===== src/rtl/data_fetch_unit.sv =====
// Responder side of the CU/PE data fetch/store interface. It owns the local data memory,
// streams load rows onto the PE lanes, writes PE results back, and has a host preload/readback port.
module data_fetch_unit #(
  parameter int unsigned DW     = 32,
  parameter int unsigned NLANE  = 4,
  parameter int unsigned MEM_AW = 6
) (
  input  logic                CLK,
  input  logic                RSTN,
  input  logic                ADDR_START,
  input  logic                ADDR_RST,
  input  logic [3:0]          ADDRESS,
  input  logic [1:0]          PE_SEL,
  input  logic                PE_SEL_2x2,
  input  logic                PE_SEL_4,
  input  logic                WRADDR_START,
  input  logic [NLANE*DW-1:0] DATAOUT,
  output logic [NLANE*DW-1:0] DATAIN,
  output logic                DATA_VALID,
  output logic                FETCH_DONE,
  output logic                STORE_DONE,
  input  logic                HOST_WE,
  input  logic [MEM_AW-1:0]   HOST_ADDR,
  input  logic [DW-1:0]       HOST_WDATA,
  output logic [DW-1:0]       HOST_RDATA
);

  localparam int unsigned DEPTH = 2 ** MEM_AW;

  typedef enum logic [2:0] {
    S_IDLE,
    S_LOAD,
    S_LDONE,
    S_STORE,
    S_SDONE
  } state_t;

  logic [DW-1:0]     mem [DEPTH];
  state_t            state;
  logic [3:0]        base;
  logic [NLANE-1:0]  mask;
  logic [1:0]        elem;
  logic [1:0]        last;
  logic [DW-1:0]     snap [NLANE];

  logic [MEM_AW-1:0] cur_addr_c;
  logic              st_we_c;

  // All-lane mode beats pair mode; pair encodings 0..3 select {0,1},{2,3},{0,2},{1,3}.
  function automatic logic [NLANE-1:0] lane_mask(input logic [1:0] sel,
                                                 input logic m2, input logic m4);
    logic [NLANE-1:0] m;
    m = NLANE'(4'b0001) << sel;
    if (m4) begin
      m = '1;
    end else if (m2) begin
      case (sel)
        2'd0:    m = NLANE'(4'b0011);
        2'd1:    m = NLANE'(4'b1100);
        2'd2:    m = NLANE'(4'b0101);
        default: m = NLANE'(4'b1010);
      endcase
    end
    return m;
  endfunction

  assign cur_addr_c = MEM_AW'({base, elem});
  assign st_we_c    = (state == S_STORE) && mask[elem] && RSTN && !ADDR_RST;

  // Memory has no reset; a store write issued in the same cycle as a host write wins.
  always_ff @(posedge CLK) begin
    if (HOST_WE) mem[HOST_ADDR] <= HOST_WDATA;
    if (st_we_c) mem[cur_addr_c] <= snap[elem];
  end

  always_ff @(posedge CLK) begin
    if (!RSTN) begin
      state      <= S_IDLE;
      base       <= '0;
      mask       <= '0;
      elem       <= '0;
      last       <= '0;
      DATAIN     <= '0;
      DATA_VALID <= 1'b0;
      FETCH_DONE <= 1'b0;
      STORE_DONE <= 1'b0;
      HOST_RDATA <= '0;
      for (int i = 0; i < NLANE; i++) snap[i] <= '0;
    end else begin
      DATAIN     <= '0;
      DATA_VALID <= 1'b0;
      FETCH_DONE <= 1'b0;
      STORE_DONE <= 1'b0;
      HOST_RDATA <= mem[HOST_ADDR];
      if (ADDR_RST) begin
        state <= S_IDLE;
        elem  <= '0;
      end else begin
        case (state)
          S_IDLE: begin
            elem <= '0;
            if (ADDR_START) begin
              state <= S_LOAD;
              base  <= ADDRESS;
              mask  <= lane_mask(PE_SEL, PE_SEL_2x2, PE_SEL_4);
              last  <= PE_SEL_4 ? 2'd3 : (PE_SEL_2x2 ? 2'd1 : 2'd0);
            end else if (WRADDR_START) begin
              state <= S_STORE;
              base  <= ADDRESS;
              mask  <= lane_mask(PE_SEL, PE_SEL_2x2, PE_SEL_4);
              for (int i = 0; i < NLANE; i++) snap[i] <= DATAOUT[i*DW +: DW];
            end
          end
          S_LOAD: begin
            DATA_VALID <= 1'b1;
            for (int i = 0; i < NLANE; i++)
              DATAIN[i*DW +: DW] <= mask[i] ? mem[cur_addr_c] : '0;
            elem <= elem + 2'd1;
            if (elem == last) begin
              state <= S_LDONE;
              elem  <= '0;
            end
          end
          S_LDONE: begin
            FETCH_DONE <= 1'b1;
            state      <= S_IDLE;
          end
          // Every lane slot takes a cycle, masked or not.
          S_STORE: begin
            elem <= elem + 2'd1;
            if (elem == 2'd3) begin
              state      <= S_SDONE;
              STORE_DONE <= 1'b1;
              elem       <= '0;
            end
          end
          S_SDONE: state <= S_IDLE;
          default: state <= S_IDLE;
        endcase
      end
    end
  end

endmodule


===== config.mk =====
export PLATFORM = sky130hd
export DESIGN_NAME = data_fetch_unit
export DESIGN_NICKNAME = d
export VERILOG_FILES = /design/src/rtl/data_fetch_unit.sv
export SDC_FILE = /design/constraint.sdc
export NUM_CORES = 2
export LEC_CHECK = 0
export BUFFER_PORTS_ARGS = -buffer_cell sky130_fd_sc_hd__buf_2
export CAP_MARGIN = 20
export CORE_UTILIZATION = 40
export CTS_CLUSTER_SIZE = 10
export DETAILED_ROUTE_END_ITERATION = 16
export MAX_ROUTING_LAYER = met4
export PLACE_DENSITY = 0.59
export SLEW_MARGIN = 5
export SYNTH_ARGS = -nofsm -noshare
export SYNTH_HDL_FRONTEND = slang
export SYNTH_SLANG_ARGS = --single-unit

===== constraint.sdc =====
create_clock -name CLK -period 7.2 [get_ports CLK]
set_input_delay 2.16 -clock CLK [delete_from_list [all_inputs] [get_ports CLK]]
set_output_delay 2.16 -clock CLK [all_outputs]
set_load 0.05 [all_outputs]

# Yosys cells after proc, flatten, opt, wreduce, memory -nomap -nowiden
# Memories as Yosys holds them, arrays and structs flattened. A register that Yosys moved wholly into a read port is not among the register bits.
# Index checks and enable logic that the tools add are counted.
# W data, S select, Z words.
# totals
mem_count,2
ram_bits,2176
word_cells,96
in_bits,180
ff_bits,146
# mem_list
memory,words,word_bits,read_ports,rd_ports_with_merged_regs,wr,line,rtl
mem,64,32,2,1,2,38,logic [DW-1:0] mem [DEPTH];
snap,4,32,1,1,4,44,logic [DW-1:0] snap [NLANE];
# op_classes
reduce_logical,18
add_sub_neg,1
bitwise_logic,12
eq_ne,10
n_shift,1
muxes,39
magnitude_cmp,1
# op_table
operator,n
$mux W32,4
$mux W4,6
$mux W1,16
$reduce_or A4 Y1,4
$mux W3,4
$pmux W4 S3,1
$mux W2,5
$pmux W3 S3,1
$reduce_and A3 Y1,3
$not A1 Y1,8
$eq A3 B2 Y1 const B,2
$pmux W2 S3,1
$eq A2 B2 Y1 const B,2
$or A1 B1 Y1,4
$shl A1 B2 Y4 const A,1
$eq A3 B1 Y1 const B,1
$logic_and A1 B1 Y1,3
$logic_not A3 Y1,1
$lt A2 B3 Y1 const B,1
$ne A3 B3 Y1 const B,1
$reduce_bool A3 Y1,1
$reduce_or A3 Y1,1
$add A2 B1 Y2 const B,1
$bmux W1 S2,1
other kinds (8),9

# Logic depth before layout (Yosys ltp)
# logic_depth
depth_word,7
ltp_mapped,10
depth_no_buf,6

# Least setup slack after synthesis
# OpenSTA, ideal clock, no wires.
# synth_path
path_kind,input to register
from,input ADDR_RST
to,memory snap[0][0] (enable)
setup_time_ns,0.493
required_time_ns,6.707
cell_stages,3
arrival_time_ns,5.431
path_slack_ns,1.276
cell_sequence,nor4_1 > nand2_1 > nand2_1
# synth_lines
item,line,rtl
start: declaration,11,"input logic ADDR_RST,"
end: declaration,44,

==> reports/qor.csv <==
metric;value;unit
rsz0062_at_grt;false;
ys_seq_elements;2356;
multiInputGateArea;0.0595;mm^2
vias_per_cell;6.93;
cts.path.max_buffers;4;
die_h;578;um
dr.pass1.iters;13;
clock_skew;0.0579;ns
sw_frac_of_total;25.9;%
setup_tns;0;ns
cts_tree;built;
grt_first_pass_wirelength;767;mm
cts_resized;0;
avgSynthCellArea;14.0;um^2
violations;design-rule violations;
power.density;219;mW/mm^2
crit_required;8.06;ns
nets;9462;
ctsHoldBuffers;0;
fin_cells;13900;
portBuffers;342;
setup_viol;0;
p_comb_share;10.7;%
path_buf_inv;3;
syn_inst;9447;
netSwitchingPower;8400;uW
dieArea;0.334;mm^2
crit_family;compound AO/OA/AOI/OAI gates;
ff_latch_area;0.0690;mm^2
internal-power;24000;uW
syn-cell-area;0.133;mm^2
r2r_slack;2.30;ns
endpoint_kind;flop;
max_freq;193;MHz
postCtsSetupBuffers;0;
worst_ep_arrival_time;6.04;ns
fin_crit;5.19;ns
final_cell_mix;edfxtp_1 (2176), mux2_2 (2028), mux2i_1 (610), mux4_2 (446), buf_4 (387);
die_w;578;um
crit_chain;buf_8 -> inv_8 -> buf_4 -> a221o_1 -> a211oi_1 -> o22ai_1 -> o41a_1;
crit_path_top_delay_cell;a211oi_1;
crit_path_max_fanout;57;
ant_nets;0;
drv_cap;0;
cts_sinks;2356;
overflow;0;
place_area;0.140;mm^2
stdcell_area;0.148;mm^2
drt-wirelength-per-cell;40.8;um
cts_buffers;289;
root_buffer;clkbuf_16;
drv_slew;0;
initial_utilization;40.2;%
final.fill_count;29300;
min_period_over_period;72.0;%
min_path_type;reg -> reg;
synth_nets;9632;
synth_edf_count;2176;
mostFrequentLayoutCell;edfxtp_1;
slew_headroom;7.52;%
p_seq_share;46.9;%
dp.cells;13300;
drive_above_1_share;42.9;%
ys_types;72;
grt_usage;34.0;%
antenna_found_initial;48;
crit_type;in -> reg;
post-route-drc-count;4;
worst_pin_slew;1.38;ns
ir_drop;0.177;mV
status;finished with violations;
num_vias;96100;
critPathLaunchType;input pin;
htree_levels;5;
yosysSeqAreaShare;52.0;%
grt_max_degree;174;
grt_pass1_vias;91900;
io_pins;343;
async_flop_share;0;%
path_clk_slew;0.06;ns
wirelength;566;mm
p_leak;0.0469;uW
ys_warn_count;0;
num_rows;211;
clk_latency;0.98;ns
core;0.330;mm^2
drtIter0Drc;15800;
cpPeakStageDelay;1.07;ns
dp_hpwl;343;mm
synth-main-ff-cell;edfxtp_1;
hold_viol;0;
syn_to_final_growth;11.7;%
clockPowerShare;42.4;%
gp_congestion;1.02;
-- final timing paths --
| check | endpoint | start | depth (start not counted) |
|---|---|---|---|
| setup reg to reg | DATAIN[54]$_SDFF_PP0_ | elem[1]$_SDFFE_PP0N_ | 7 |
| hold reg to reg | last[1]$_SDFFE_PN0P_ | last[1]$_SDFFE_PN0P_ | 2 |
| setup / recovery | HOST_RDATA[30]$_SDFF_PN0_ | HOST_ADDR[2] | 7 |
| hold / removal | last[1]$_SDFFE_PN0P_ | last[1]$_SDFFE_PN0P_ | 2 |
-- per-layer routing --
metal | track usage (%) | part of all wire (%) | vias to the layer above
met2 | 48.3 | 43 | 7414
met3 | 10.1 | 13 | 1690
met4 | 22.1 | 8.0 | 0
met1 | 42.0 | 36 | 49300
li1 | - | - | 37600
met5 | - | 0 | -
-- worst reg2reg max path, stage by stage (launching register included) --
cell and delay (ns):
dfxtp_4 0.85, buf_4 0.72, buf_4 0.54, mux4_2 0.37, mux2i_1 0.69, o22ai_1 0.43, a211oi_2 0.97, a21oi_1 0.16
-- Yosys cell counts, types with 95 or more instances --
master | n | share of area [%]
edfxtp_1 | 2176 | 49
buf_1 | 103 | 0.29
nand2_1 | 95 | 0.27
a22oi_1 | 181 | 1.0
dfxtp_1 | 180 | 2.7
o21ai_0 | 108 | 0.41
nand3_1 | 195 | 0.74
or3b_2 | 192 | 1.3
o22ai_1 | 291 | 1.4
nor2_1 | 139 | 0.39
mux2i_1 | 610 | 4.6
buf_2 | 349 | 1.3
clkbuf_1 | 701 | 2.0
a221oi_1 | 305 | 2.0
mux2_2 | 2028 | 17
a21oi_1 | 364 | 1.4
mux4_2 | 446 | 7.6
and2_1 | 132 | 0.62
-- area by class of cell --
| class | instances | area share [%] |
|---|---|---|
| Multi-Input combinational cell | 5835 | 40.2 |
| Inverter | 8 | 0.0304 |
| Timing Repair Buffer | 787 | 3.86 |
| Tap cell | 4366 | 3.68 |
| Clock inverter | 46 | 0.262 |
| Clock buffer | 420 | 5.43 |
| Sequential cell | 2356 | 46.5 |
| Antenna cell | 43 | 0.0726 |
-- cells by family (layout without fill, tap and decap cells) --
logic type	Yosys count	in the layout	share of synthesized area [%]
AO/OA/AOI/OAI	1766	1766	9.73
flip-flops	2356	2356	52.0
XOR/XNOR	2	2	0.0132
multiplexers	3110	3110	29.6
AND/OR/NAND/NOR	952	952	4.35
buffers and inverters	1256	1261	4.28
other	0	43	0
adder cells (fa/ha/maj)	5	5	0.0472
-- stage by stage --
stage	hold WS [ns]	setup WS (ns)	utilization, %	total power [uW]
6_report	0.513	2.01	44.9	32400
4_1_cts	0.512	2.34	44.8	32300
2_1_floorplan	0.448	1.28	-	17400
3_3_place_gp	0.489	1.42	42.2	18700
3_5_place_dp	0.504	1.38	42.2	18800
5_1_grt	0.535	2.29	44.9	33000
-- flip-flops by register name (all words and copies together), names as in the netlist, named ones only --
signal and count:
HOST_RDATA 32, DATA_VALID 1, base 4, STORE_DONE 1
last 2, elem 2, DATAIN 128, state 3
mem 2048, snap 128, FETCH_DONE 1, mask 4
-- power by group through the flow --
stage | Combinational [uW] | Sequential, uW | Clock, uW
3_5_place_dp | 3330 | 15500 | 0
3_3_place_gp | 3270 | 15500 | 0
2_1_floorplan | 1870 | 15500 | 0
4_1_cts | 3340 | 15200 | 13800
5_1_grt | 3520 | 15200 | 14300
6_report | 3480 | 15200 | 13800
(Power assumes the default switching activity.)
